--- src/rtl/tone_envelope_gen.sv ---
// Tone generator for the DAC amplitude input: DDS phase accumulator, selectable
// waveform, gate-driven linear attack/sustain/release envelope, and a scaled
// offset-binary output sample produced once per divided sample tick.
module tone_envelope_gen #(
  parameter int CLK_DIV = 2500,
  parameter int PHASE_W = 24
) (
  input  logic               clk,
  input  logic               reset,
  input  logic [PHASE_W-1:0] freq_word,
  input  logic [1:0]         wave_sel,
  input  logic               gate,
  input  logic [11:0]        level,
  input  logic [11:0]        attack_step,
  input  logic [11:0]        release_step,
  input  logic               phase_clr,
  output logic [11:0]        ampl,
  output logic               ampl_valid,
  output logic               sample_tick,
  output logic [1:0]         env_state,
  output logic [11:0]        env
);

  localparam int CNT_W = $clog2(CLK_DIV);
  localparam logic [CNT_W-1:0] DIV_LAST = CNT_W'(CLK_DIV - 1);

  typedef enum logic [1:0] {
    IDLE    = 2'd0,
    ATTACK  = 2'd1,
    SUSTAIN = 2'd2,
    RELEASE = 2'd3
  } env_state_t;

  logic [CNT_W-1:0]   div_cnt;
  logic [PHASE_W-1:0] phase;
  env_state_t         state, state_nxt;
  logic [11:0]        env_nxt;
  logic [12:0]        attack_sum;
  logic [11:0]        p;
  logic [10:0]        tri_t;
  logic [11:0]        wave;
  logic               tick_q;
  logic [11:0]        wave_q;
  logic [11:0]        env_q;
  logic signed [24:0] prod;
  logic [11:0]        scaled;
  logic               unused_prod;

  assign sample_tick = (div_cnt == DIV_LAST);
  assign env_state   = state;
  assign p           = phase[PHASE_W-1 -: 12];

  // Sample-rate divider: counts 0..CLK_DIV-1 and wraps on the tick cycle.
  always_ff @(posedge clk) begin
    // NOTE: clocked state uses non-blocking assignments so every register
    // in the design samples the pre-edge values of its neighbours.
    if (reset)            div_cnt <= '0;
    else if (sample_tick) div_cnt <= '0;
    else                  div_cnt <= div_cnt + CNT_W'(1);
  end

  // Phase accumulator: clear wins at any cycle, increment only on ticks.
  always_ff @(posedge clk) begin
    if (reset)            phase <= '0;
    else if (phase_clr)   phase <= '0;
    else if (sample_tick) phase <= phase + freq_word;
  end

  // Waveform lookup from the top 12 phase bits, signed two's complement.
  always_comb begin
    // NOTE: every combinational output gets a default first, so no path
    // through the case can leave it unassigned and infer a latch.
    wave  = 12'h000;
    tri_t = p[11] ? ~p[10:0] : p[10:0];
    case (wave_sel)
      2'd0:    wave = p[11] ? 12'h801 : 12'h7FF;
      2'd1:    wave = p ^ 12'h800;
      2'd2:    wave = {tri_t, 1'b0} - 12'h800;
      default: wave = 12'h000;
    endcase
  end

  // Envelope next-state and next-value logic, applied only on tick cycles.
  always_comb begin
    state_nxt  = state;
    env_nxt    = env;
    attack_sum = {1'b0, env} + {1'b0, attack_step};
    case (state)
      IDLE: begin
        if (gate) state_nxt = ATTACK;
      end
      ATTACK: begin
        if (!gate) begin
          state_nxt = RELEASE;
        end else if (attack_step == 12'd0 || attack_sum >= {1'b0, level}) begin
          env_nxt   = level;
          state_nxt = SUSTAIN;
        end else begin
          env_nxt = attack_sum[11:0];
        end
      end
      SUSTAIN: begin
        if (!gate) state_nxt = RELEASE;
        else       env_nxt   = level;
      end
      RELEASE: begin
        if (gate) begin
          state_nxt = ATTACK;
        end else if (release_step == 12'd0 || env <= release_step) begin
          env_nxt   = 12'd0;
          state_nxt = IDLE;
        end else begin
          env_nxt = env - release_step;
        end
      end
      default: state_nxt = IDLE;
    endcase
  end

  // Envelope state register, advanced on sample ticks.
  always_ff @(posedge clk) begin
    if (reset) begin
      state <= IDLE;
      env   <= 12'd0;
    end else if (sample_tick) begin
      state <= state_nxt;
      env   <= env_nxt;
    end
  end

  // Capture the waveform and envelope as they stood on the tick cycle.
  always_ff @(posedge clk) begin
    if (reset) begin
      tick_q <= 1'b0;
      wave_q <= 12'd0;
      env_q  <= 12'd0;
    end else begin
      tick_q <= sample_tick;
      if (sample_tick) begin
        wave_q <= wave;
        env_q  <= env;
      end
    end
  end

  assign prod        = 25'($signed(wave_q)) * 25'($signed({1'b0, env_q}));
  assign scaled      = prod[23:12];
  assign unused_prod = ^{prod[24], prod[11:0]};

  // Output register: offset-binary sample plus one-cycle valid strobe.
  always_ff @(posedge clk) begin
    if (reset) begin
      ampl       <= 12'h800;
      ampl_valid <= 1'b0;
    end else begin
      ampl_valid <= tick_q;
      if (tick_q) ampl <= scaled ^ 12'h800;
    end
  end

endmodule

--- config.mk ---
export PLATFORM = sky130hd
export DESIGN_NAME = tone_envelope_gen
export DESIGN_NICKNAME = d
export VERILOG_FILES = /design/src/rtl/tone_envelope_gen.sv
export SDC_FILE = /design/constraint.sdc
export NUM_CORES = 1
export LEC_CHECK = 0
export CORE_MARGIN = 2
export CORE_UTILIZATION = 55
export CTS_BUF_LIST = sky130_fd_sc_hd__clkbuf_16
export DETAILED_ROUTE_END_ITERATION = 12
export PLACE_DENSITY = 0.77
export RECOVER_POWER = 25
export SETUP_SLACK_MARGIN = 0.4
export SLEW_MARGIN = 15
export SYNTH_ARGS = -nofsm -noshare
export SYNTH_HDL_FRONTEND = slang
export SYNTH_SLANG_ARGS = --single-unit
export TNS_END_PERCENT = 5
--- constraint.sdc ---
create_clock -name clk -period 6 [get_ports clk]
set_input_delay 1.5 -clock clk [delete_from_list [all_inputs] [get_ports clk]]
set_output_delay 1.5 -clock clk [all_outputs]
set_load 0.02 [all_outputs]
==> results of run 1 <==
## stage by stage
| step | std cells | setup WS [ps] | power, W | utilization |
|---|---|---|---|---|
| after CTS | 1646 | 413 | 0.00137 | 0.629 |
| after global placement | 1630 | 441 | 0.000768 | 0.613 |
| final | 1646 | 562 | 0.00136 | 0.630 |
| after global routing | 1646 | 309 | 0.00141 | 0.630 |
| after detailed placement | 1630 | 326 | 0.000771 | 0.613 |
| after floorplan | 1319 | 795 | 0.000701 | - |
## kinds of logic after synthesis
group | count (synthesis)
compound gates | 226
xor+xnor | 69
fa+ha+maj | 236
buf+inv | 246
flops | 88
mux | 18
simple gates | 436
## synth_stat cells, drive strengths merged, types with 10 or more instances
master,number,share of area
a21oi,83,0.040
nor2,106,0.037
nor3,24,0.012
xor2,20,0.016
ha,134,0.16
nand2,181,0.063
and2,41,0.024
clkbuf,47,0.016
inv,189,0.066
mux2i,10,0.0093
fa,102,0.19
o211ai,14,0.0098
nand3,16,0.0075
o21ai,40,0.019
a211oi,12,0.0084
dfxtp,88,0.16
a21o,23,0.016
nand2b,22,0.013
xnor2,49,0.040
nor2b,12,0.0070
## cell type report
type,instances,area [µm²]
Inverter,191,721
Clock buffer,9,225
Sequential cell,88,1780
Tap cell,265,332
Multi-Input combinational cell,985,8020
Fill cell,1719,7120
Clock inverter,7,87.6
Timing Repair Buffer,101,981
## worst max-delay path: stages, from the launching register on
cell and delay [ps]:
dfxtp_1 650, nand2_1 130, fa_1 500, inv_1 50, fa_1 550, fa_1 450, fa_1 490, inv_1 50
fa_1 470, inv_1 40, ha_1 350, o21ai_0 110, o21ai_1 220, a2111oi_4 100, o31ai_1 470, a21o_1 240
a21oi_2 80, xnor2_1 120, mux2i_1 130, nor2_1 50
## flip-flops by register name (all words and copies together), names as in the netlist
| register | count |
|---|---|
| wave_q | 12 |
| env_state | 2 |
| tick_q | 1 |
| env | 12 |
| ampl_valid | 1 |
| div_cnt | 12 |
| env_q | 12 |
| ampl | 12 |
| phase | 24 |
## power breakdown
| part | switching, W | internal (W) |
|---|---|---|
| Sequential | 0.00000181 | 0.000585 |
| Clock | 0.000267 | 0.000331 |
| Combinational | 0.0000841 | 0.0000878 |
## layer usage
metal,share of wire,vias up
li1,-,4435
met1,0.43,4278
met2,0.51,220
met3,0.042,35
met4,0.020,0
met5,0,-
## worst min-delay path by stage
stage | to | slack (ps)
after floorplan | div_cnt[0]$_SDFF_PP0_ | 430
after global placement | phase[8]$_SDFFE_PP0P_ | 440
after detailed placement | phase[7]$_SDFFE_PP0P_ | 450
after CTS | phase[7]$_SDFFE_PP0P_ | 460
after global routing | phase[0]$_SDFFE_PP0P_ | 480
final | phase[8]$_SDFFE_PP0P_ | 460
==> impl_results.md, run 1 <==
* Status: finished with violations
* Failing checks: capacitance limit, slew limit
* Overflow after GRT at 0
* Hold Path Origin: phase[8]$_SDFFE_PP0P_
* Critical Path Start: wave_q[8]$_SDFFE_PP0P_
* Worst Max-Slew Pin Slew at 1840 ps
* Number of flops mapped to enable cells by yosys at 0
* FP Rows at 51
* DP HPWL at 18.9 mm
* # nets final at 1678
* CTS clk-pin slew, worst paths at 70 ps
* Layout cells sized above 1 at 0.0463
* Gr busiest metal: met2
* DRT antenna net count at 0
* Placed cell area at 11800 µm²
* DR pass1 iterations at 5
* Commonest non-fill, non-tap cell in the layout: inv_1
* Avg WL per Cell at 14.4 µm
* Drt drc at 0
* Initial antenna violation count at 0
* Core Region at 19300 µm²
* PwrDens at 112 nW/µm²
* Type of origin of the critical path: flop
* Commonest cells after routing, fill and taps aside: inv_1 (188), nand2_1 (181), ha_1 (134), nor2_1 (106), fa_1 (102)
* # resized after CTS at 0
* CP max FO at 13
* Mux cell area share after synthesis at 0.0178
* Netlist cell types at 64
* First-pass GRT wire length at 40.2 mm
* Syn Area/Cell at 8.12 µm²
* Hold Violations, Final at 0
* Setup Skew at 9.25 ps
* Slew margin rel. at -0.228
* Unrepaired setup endpoints after global routing: true
* Synth warn at 0
* Critical Path Sink: ampl[10]$_SDFFE_PP0P_
* Sink Count at 88
* Post-synth ARST share at 0
* GRT Util Overall at 0.240
* Chip width at 144 µm
* Pin count of the biggest net entering global routing at 59
* Leakage power at 5.59 nW
* Area Overhead vs Synth at 13.4%
* Insertion delay to the later sink of the worst-skew pair at 360 ps
* Syn Nets at 1621
* Starting DRT DRC Count at 350
* Via density at 5.45
* Flops & latches, synth at 88
* Reg2Reg Capture Point: ampl[10]$_SDFFE_PP0P_
* Synth Area in Compound Gates at 0.141
* Largest family of logic cells by synthesized area: adder cells
* R2r startpoint: wave_q[8]$_SDFFE_PP0P_
* R2R cell count at 19
* Synth Area in Adders at 0.347
* Vias in the first global route at 8789
* Final setup fails at 0
* Met1 usage at 0.303
* R2R setup slack at 560 ps
* Setup CP Type: reg -> reg
* H-tree depth at 3
* Post-CTS Setup Bufs at 0
* Ant diodes at 0
* CTS Buf Count at 9
* Design Area, Final at 12100 µm²
* Setup TNS at 0 ps
* Post-Route WL at 23.8 mm
* Initial Util at 0.556
* Max VDD drop at 131 µV
* Clk root buf: clkbuf_16
* Worst Setup End Kind: flop
* Met3 Resource Use GR at 0.0337
* Critical path arrival at 5610 ps
* Vias post-DR at 8968
* Fin. max-slew vios at 41
* Synth Flop Type: dfxtp_1
* Sequential-to-total area share from yosys stat at 0.164
* Cells after Synth at 1319
* Worst Hold Class: reg -> reg
* Num ports at 94
* WHS Path Cells at 2
* Critical Path RT at 6170 ps
* Mapped Area at 10700 µm²
* MaxCap Viol Count at 1
* Synth Area in XOR/XNOR at 0.0564
* Hold WS at 461 ps
* Clk buf depth at 2
* Maximum clock frequency at 0.184 GHz
* Met2 usage at 0.425
* Minimum clock period after layout at 5440 ps
* Placer congestion estimate at 0.889
* Period utilisation layout at 0.906
* Post-CTS Hold Fix Bufs at 0
* Die height at 144 µm
* CTS tree: yes
* Simple-gate area share of the yosys netlist at 0.186
* Die ar. at 20600 µm²
* IO buf count at 93
(Power assumes the default switching activity.)
==> run 2, diff against run 1 <==
--- a/config.mk
+++ b/config.mk
@@ -5,7 +5,7 @@
 export SDC_FILE = /design/constraint.sdc
 export NUM_CORES = 1
 export LEC_CHECK = 0
-export CORE_MARGIN = 2
+export CORE_MARGIN = 1.5
 export CORE_UTILIZATION = 55
 export CTS_BUF_LIST = sky130_fd_sc_hd__clkbuf_16
 export DETAILED_ROUTE_END_ITERATION = 12
==> impl_results.md, run 2 (synthesis gave the netlist of run 1 again) <==
* Status: finished with violations
* Failing checks: capacitance limit, slew limit
* Unrepaired setup endpoints after global routing: true
* Initial antenna violation count at 0
* Num ports at 94
* Avg WL per Cell at 14.5 µm
* Fin. max-slew vios at 97
* DR pass1 iterations at 7
* Overflow after GRT at 0
* DRT antenna net count at 0
* PwrDens at 115 nW/µm²
* Type of origin of the critical path: flop
* MaxCap Viol Count at 2
* Power Internal at 0.00104 W
* Leakage power at 5.62 nW
* Period utilisation layout at 0.901
* Vias post-DR at 8958
* Setup Skew at 10.8 ps
* Flop pwr share at 0.420
* Setup TNS at 0 ps
* Inst Count DP at 1626
* CTS clk-pin slew, worst paths at 70 ps
* R2R cell count at 19
* CTS tree: yes
* DP HPWL at 18.9 mm
* Post-Route WL at 23.8 mm
* Switching Share at 0.252
* Die ar. at 20300 µm²
* First-pass GRT wire length at 40.9 mm
* CP max FO at 13
* Placed cell area at 11800 µm²
* Worst Setup End Kind: flop
* Critical Path RT at 6140 ps
* R2R setup slack at 600 ps
* Area Overhead vs Synth at 13.6%
* Worst Hold Class: reg -> reg
* Die height at 143 µm
* Psw at 0.000352 W
* WHS Path Cells at 2
* Vias in the first global route at 8806
* Layout cells sized above 1 at 0.0470
* Max VDD drop at 132 µV
* Sink Count at 88
* Starting DRT DRC Count at 472
* Via density at 5.45
* Pin count of the biggest net entering global routing at 53
* Number of flip-flops in the largest register at 24
* Slew margin rel. at -0.618
* Reg2Reg Capture Point: ampl[10]$_SDFFE_PP0P_
* FP Rows at 50
* GRT Util Overall at 0.247
* Commonest cells after routing, fill and taps aside: inv_1 (189), nand2_1 (181), ha_1 (134), nor2_1 (106), fa_1 (102)
* IO buf count at 93
* Chip width at 143 µm
* Ant diodes at 0
* Layout Cells excl Fill at 1643
* Clk root buf: clkbuf_16
* Maximum clock frequency at 0.185 GHz
* Insertion delay to the later sink of the worst-skew pair at 350 ps
* H-tree depth at 3
* Largest Register: phase
* Critical path arrival at 5550 ps
* Hold Violations, Final at 0
* Core Region at 18900 µm²
* Placer congestion estimate at 0.908
* Clk buf depth at 2
* Drt drc at 0
* Gate power share at 0.124
* Clock share of power at 0.456
* Design Area, Final at 12200 µm²
* Post-CTS Hold Fix Bufs at 0
* Worst Max-Slew Pin Slew at 2430 ps
* Setup CP Type: reg -> reg
* Hold path endpoint: phase[8]$_SDFFE_PP0P_
* R2r startpoint: wave_q[3]$_SDFFE_PP0P_
* CTS Buf Count at 9
* Commonest non-fill, non-tap cell in the layout: inv_1
* # nets final at 1680
* Initial Util at 0.567
* Final setup fails at 0
* Hold Path Origin: phase[8]$_SDFFE_PP0P_
* Minimum clock period after layout at 5400 ps
==> run 2: worst max-delay path, cell delays in order (launching register included) <==
cell and delay, ps:
dfxtp_2 490, nand2_1 120, fa_1 580, fa_1 450
fa_1 560, inv_1 50, fa_1 470, inv_1 50
fa_1 470, inv_1 40, ha_1 270, o21ai_1 230
nor2_1 110, a2111oi_4 470, o31ai_2 150, a21o_1 230
a21oi_2 170, xnor2_1 80, mux2i_1 130, nor2_1 50
==> run 2: per-stage QoR <==
| step | total power (W) | util | setup WS (ps) | hold WS (ps) |
|---|---|---|---|---|
| 2_1_floorplan | 0.000701 | - | 795 | 430 |
| 3_3_place_gp | 0.000768 | 0.625 | 481 | 443 |
| 3_5_place_dp | 0.000772 | 0.625 | 300 | 452 |
| 4_1_cts | 0.00141 | 0.643 | 418 | 462 |
| 5_1_grt | 0.00145 | 0.644 | 322 | 481 |
| 6_report | 0.00140 | 0.644 | 596 | 459 |
==> run 2: layout make-up <==
class / instances / area, µm²
multi-input cells: 985 / 8030
clock inverters: 7 / 106
fillers: 1642 / 6720
flip-flops and latches: 88 / 1780
inverters: 191 / 717
clock buffers: 9 / 225
well taps: 260 / 325
repair buffers: 103 / 992
==> run 2: what timing repair did <==
| action | 4_1_cts | 5_1_grt |
|---|---|---|
| setup buffers | 0 | 1 |
| resized for setup | 0 | 17 |
| endpoints found under the setup margin | 0 | 7 |
==> run 2: per-layer routing <==
metal	vias to the layer above	GRT usage	share of wire
li1	4442	-	-
met1	4265	0.327	0.46
met2	225	0.417	0.47
met3	26	0.0417	0.056
met4	0	0.0662	0.015
met5	-	0	0
==> run 2: power by group through the flow <==
stage	clock network, W	registers (W)	logic [W]
after CTS	0.000648	0.000587	0.000173
after global placement	0	0.000600	0.000168
after detailed placement	0	0.000600	0.000171
after global routing	0.000669	0.000587	0.000190
final	0.000637	0.000587	0.000173
after floorplan	0	0.000600	0.000100
==> run 2: worst max-delay path by stage <==
stage	end	cells after the start	from	slack (ps)
after global routing	ampl[10]$_SDFFE_PP0P_	19	wave_q[3]$_SDFFE_PP0P_	320
after floorplan	ampl[7]$_SDFFE_PP0P_	20	wave_q[3]$_SDFFE_PP0P_	800
after global placement	env_state[1]$_SDFFE_PP0P_	20	attack_step[0]	480
final	ampl[10]$_SDFFE_PP0P_	19	wave_q[3]$_SDFFE_PP0P_	600
after detailed placement	env_state[0]$_SDFFE_PP0P_	20	attack_step[0]	300
after CTS	ampl[11]$_SDFFE_PP1P_	19	wave_q[3]$_SDFFE_PP0P_	420
==> run 3, diff against run 2 <==
--- a/config.mk
+++ b/config.mk
@@ -9,7 +9,8 @@
 export CORE_UTILIZATION = 55
 export CTS_BUF_LIST = sky130_fd_sc_hd__clkbuf_16
 export DETAILED_ROUTE_END_ITERATION = 12
-export PLACE_DENSITY = 0.77
+export DONT_BUFFER_PORTS = 1
+export PLACE_DENSITY = 0.79
 export RECOVER_POWER = 25
 export SETUP_SLACK_MARGIN = 0.4
 export SLEW_MARGIN = 15
==> impl_results.md, run 3 (synthesis gave the netlist of run 1 again) <==
* Status: finished with violations
* Failing checks: capacitance limit, slew limit
* DR pass1 iterations at 6
* Hold WS at 460 ps
* Overall power at 0.00129 W
* Initial Util at 0.567
* Commonest non-fill, non-tap cell in the layout: inv_1
* DR WL met2 at 11.4 mm
* Setup Slack @ Placement at 463 ps
* Ant diodes at 0
* Worst Hold Class: reg -> reg
* Fin. max-slew vios at 105
* Reg2Reg Capture Point: ampl[7]$_SDFFE_PP0P_
* Type of origin of the critical path: flop
* Placer congestion estimate at 0.940
* H-tree depth at 3
* Hold Path Origin: phase[7]$_SDFFE_PP0P_
* Insertion delay to the later sink of the worst-skew pair at 360 ps
* Worst Max-Slew Pin Slew at 2480 ps
* DP HPWL at 19.0 mm
* Number of flip-flops in the largest register at 24
* Gate power share at 0.086
* Setup TNS at 0 ps
* Minimum clock period after layout at 5340 ps
* Slew margin rel. at -0.653
* Avg WL per Cell at 15.5 µm
* Clk root buf: clkbuf_16
* Max VDD drop at 126 µV
* Period utilisation layout at 0.890
* Sink Count at 88
* Setup Skew at 8.55 ps
* M1 wire length at 10.4 mm
* FP Rows at 50
* Unrepaired setup endpoints after global routing: true
* Critical Path Sink: ampl[7]$_SDFFE_PP0P_
* Final core occ at 0.595
* Filler cell count at 1655
* # nets final at 1586
* Critical Path Start: env_q[11]$_SDFFE_PP0P_
* IO buf count at 0
* Power Internal at 0.000962 W
* Worst Slack Setup Final at 662 ps
* CTS Buf Count at 9
* R2R setup slack at 660 ps
* Area Overhead vs Synth at 4.91%
* Drt drc at 0
* Psw at 0.000330 W
* Initial antenna violation count at 0
* Largest Register: phase
* Clock share of power at 0.461
* First-pass GRT wire length at 40.7 mm
* CTS tree: yes
* Vias in the first global route at 8703
* CTS clk-pin slew, worst paths at 70 ps
* Maximum clock frequency at 0.187 GHz
* Via density at 5.63
* MaxCap Viol Count at 2
* Chip width at 143 µm
* Routed wl met3 at 1.66 mm
* Flop pwr share at 0.453
* Critical path arrival at 5580 ps
* Setup CP Type: reg -> reg
* Vias post-DR at 8723
* Sequential cell area at 1800 µm²
* R2R cell count at 18
* Post-Route WL at 24.0 mm
* Die height at 143 µm
* CP max FO at 13
* Critical Path RT at 6250 ps
* Layout cells sized above 1 at 0.0535
* Post-CTS Hold Fix Bufs at 0
* Core Region at 18900 µm²
* Starting DRT DRC Count at 428
* Commonest cells after routing, fill and taps aside: inv_1 (190), nand2_1 (181), ha_1 (134), nor2_1 (106), fa_1 (102)
* GRT Util Overall at 0.247
* Area of the multi-input gates at 8020 µm²
* Clk buf depth at 2
* DRT antenna net count at 0
* R2r startpoint: env_q[11]$_SDFFE_PP0P_
* Worst Setup End Kind: flop
* Die ar. at 20300 µm²
* Pin count of the biggest net entering global routing at 59
* Hold Violations, Final at 0
* Overflow after GRT at 0
* PwrDens at 115 nW/µm²
* Final setup fails at 0
* Switching Share at 0.255
* Num ports at 94
* Top layer in use: met4
* Leakage power at 5.27 nW
-- run 3: metrics by stage --
| step | cells | instance area, µm² |
|---|---|---|
| CTS | 1546 | 11200 |
| global route | 1549 | 11200 |
| global placement | 1530 | 10900 |
| floorplan | 1319 | 10700 |
| detailed placement | 1530 | 10900 |
| finish | 1549 | 11200 |
-- run 3: critical path: stages (launching register included) --
cell and delay, ps:
dfxtp_1 440, and2_1 220, fa_1 530, inv_1 50
fa_1 470, fa_1 550, inv_1 70, fa_1 550
fa_1 410, ha_1 280, o21ai_1 130, nor2_1 110
a2111oi_4 510, o31ai_2 150, o21ai_2 140, nand2b_2 110
o31ai_4 190, xnor2_1 90, a22o_1 230
-- run 3: layout make-up --
cell class / instances / area share
clock buffers: 9 / 0.0200
well taps: 260 / 0.0289
multi-input cells: 985 / 0.714
clock inverters: 7 / 0.00746
repair buffers: 9 / 0.00534
inverters: 191 / 0.0641
flip-flops and latches: 88 / 0.160
-- run 3: how the worst min path moves through the flow --
stage                            endpoint  slack, ps  cells after the start
CTS                 phase[3]$_SDFFE_PP0P_        460                      2
global placement    div_cnt[0]$_SDFF_PP0_        440                      1
detailed placement  div_cnt[0]$_SDFF_PP0_        450                      1
finish              phase[7]$_SDFFE_PP0P_        460                      2
floorplan           div_cnt[0]$_SDFF_PP0_        430                      1
global route        phase[3]$_SDFFE_PP0P_        480                      2
-- run 3: power by group through the flow --
stage / Sequential [W] / Combinational, W / Clock, W
finish: 0.000585 / 0.000112 / 0.000595
global placement: 0.000601 / 0.000107 / 0
detailed placement: 0.000601 / 0.000111 / 0
global route: 0.000585 / 0.000126 / 0.000627
CTS: 0.000587 / 0.000111 / 0.000606
floorplan: 0.000600 / 0.000100 / 0
-- run 3: what timing repair did --
action                                  in CTS  in global routing
endpoints found under the setup margin       0                  6
buffers inserted                             0                  3
gates resized for setup                      0                 27
-- run 3: metal layers --
metal / track usage / up-vias
met3: 0.0626 / 51
met5: 0 / -
li1: - / 4236
met1: 0.308 / 4147
met4: 0.0770 / 0
met2: 0.420 / 289
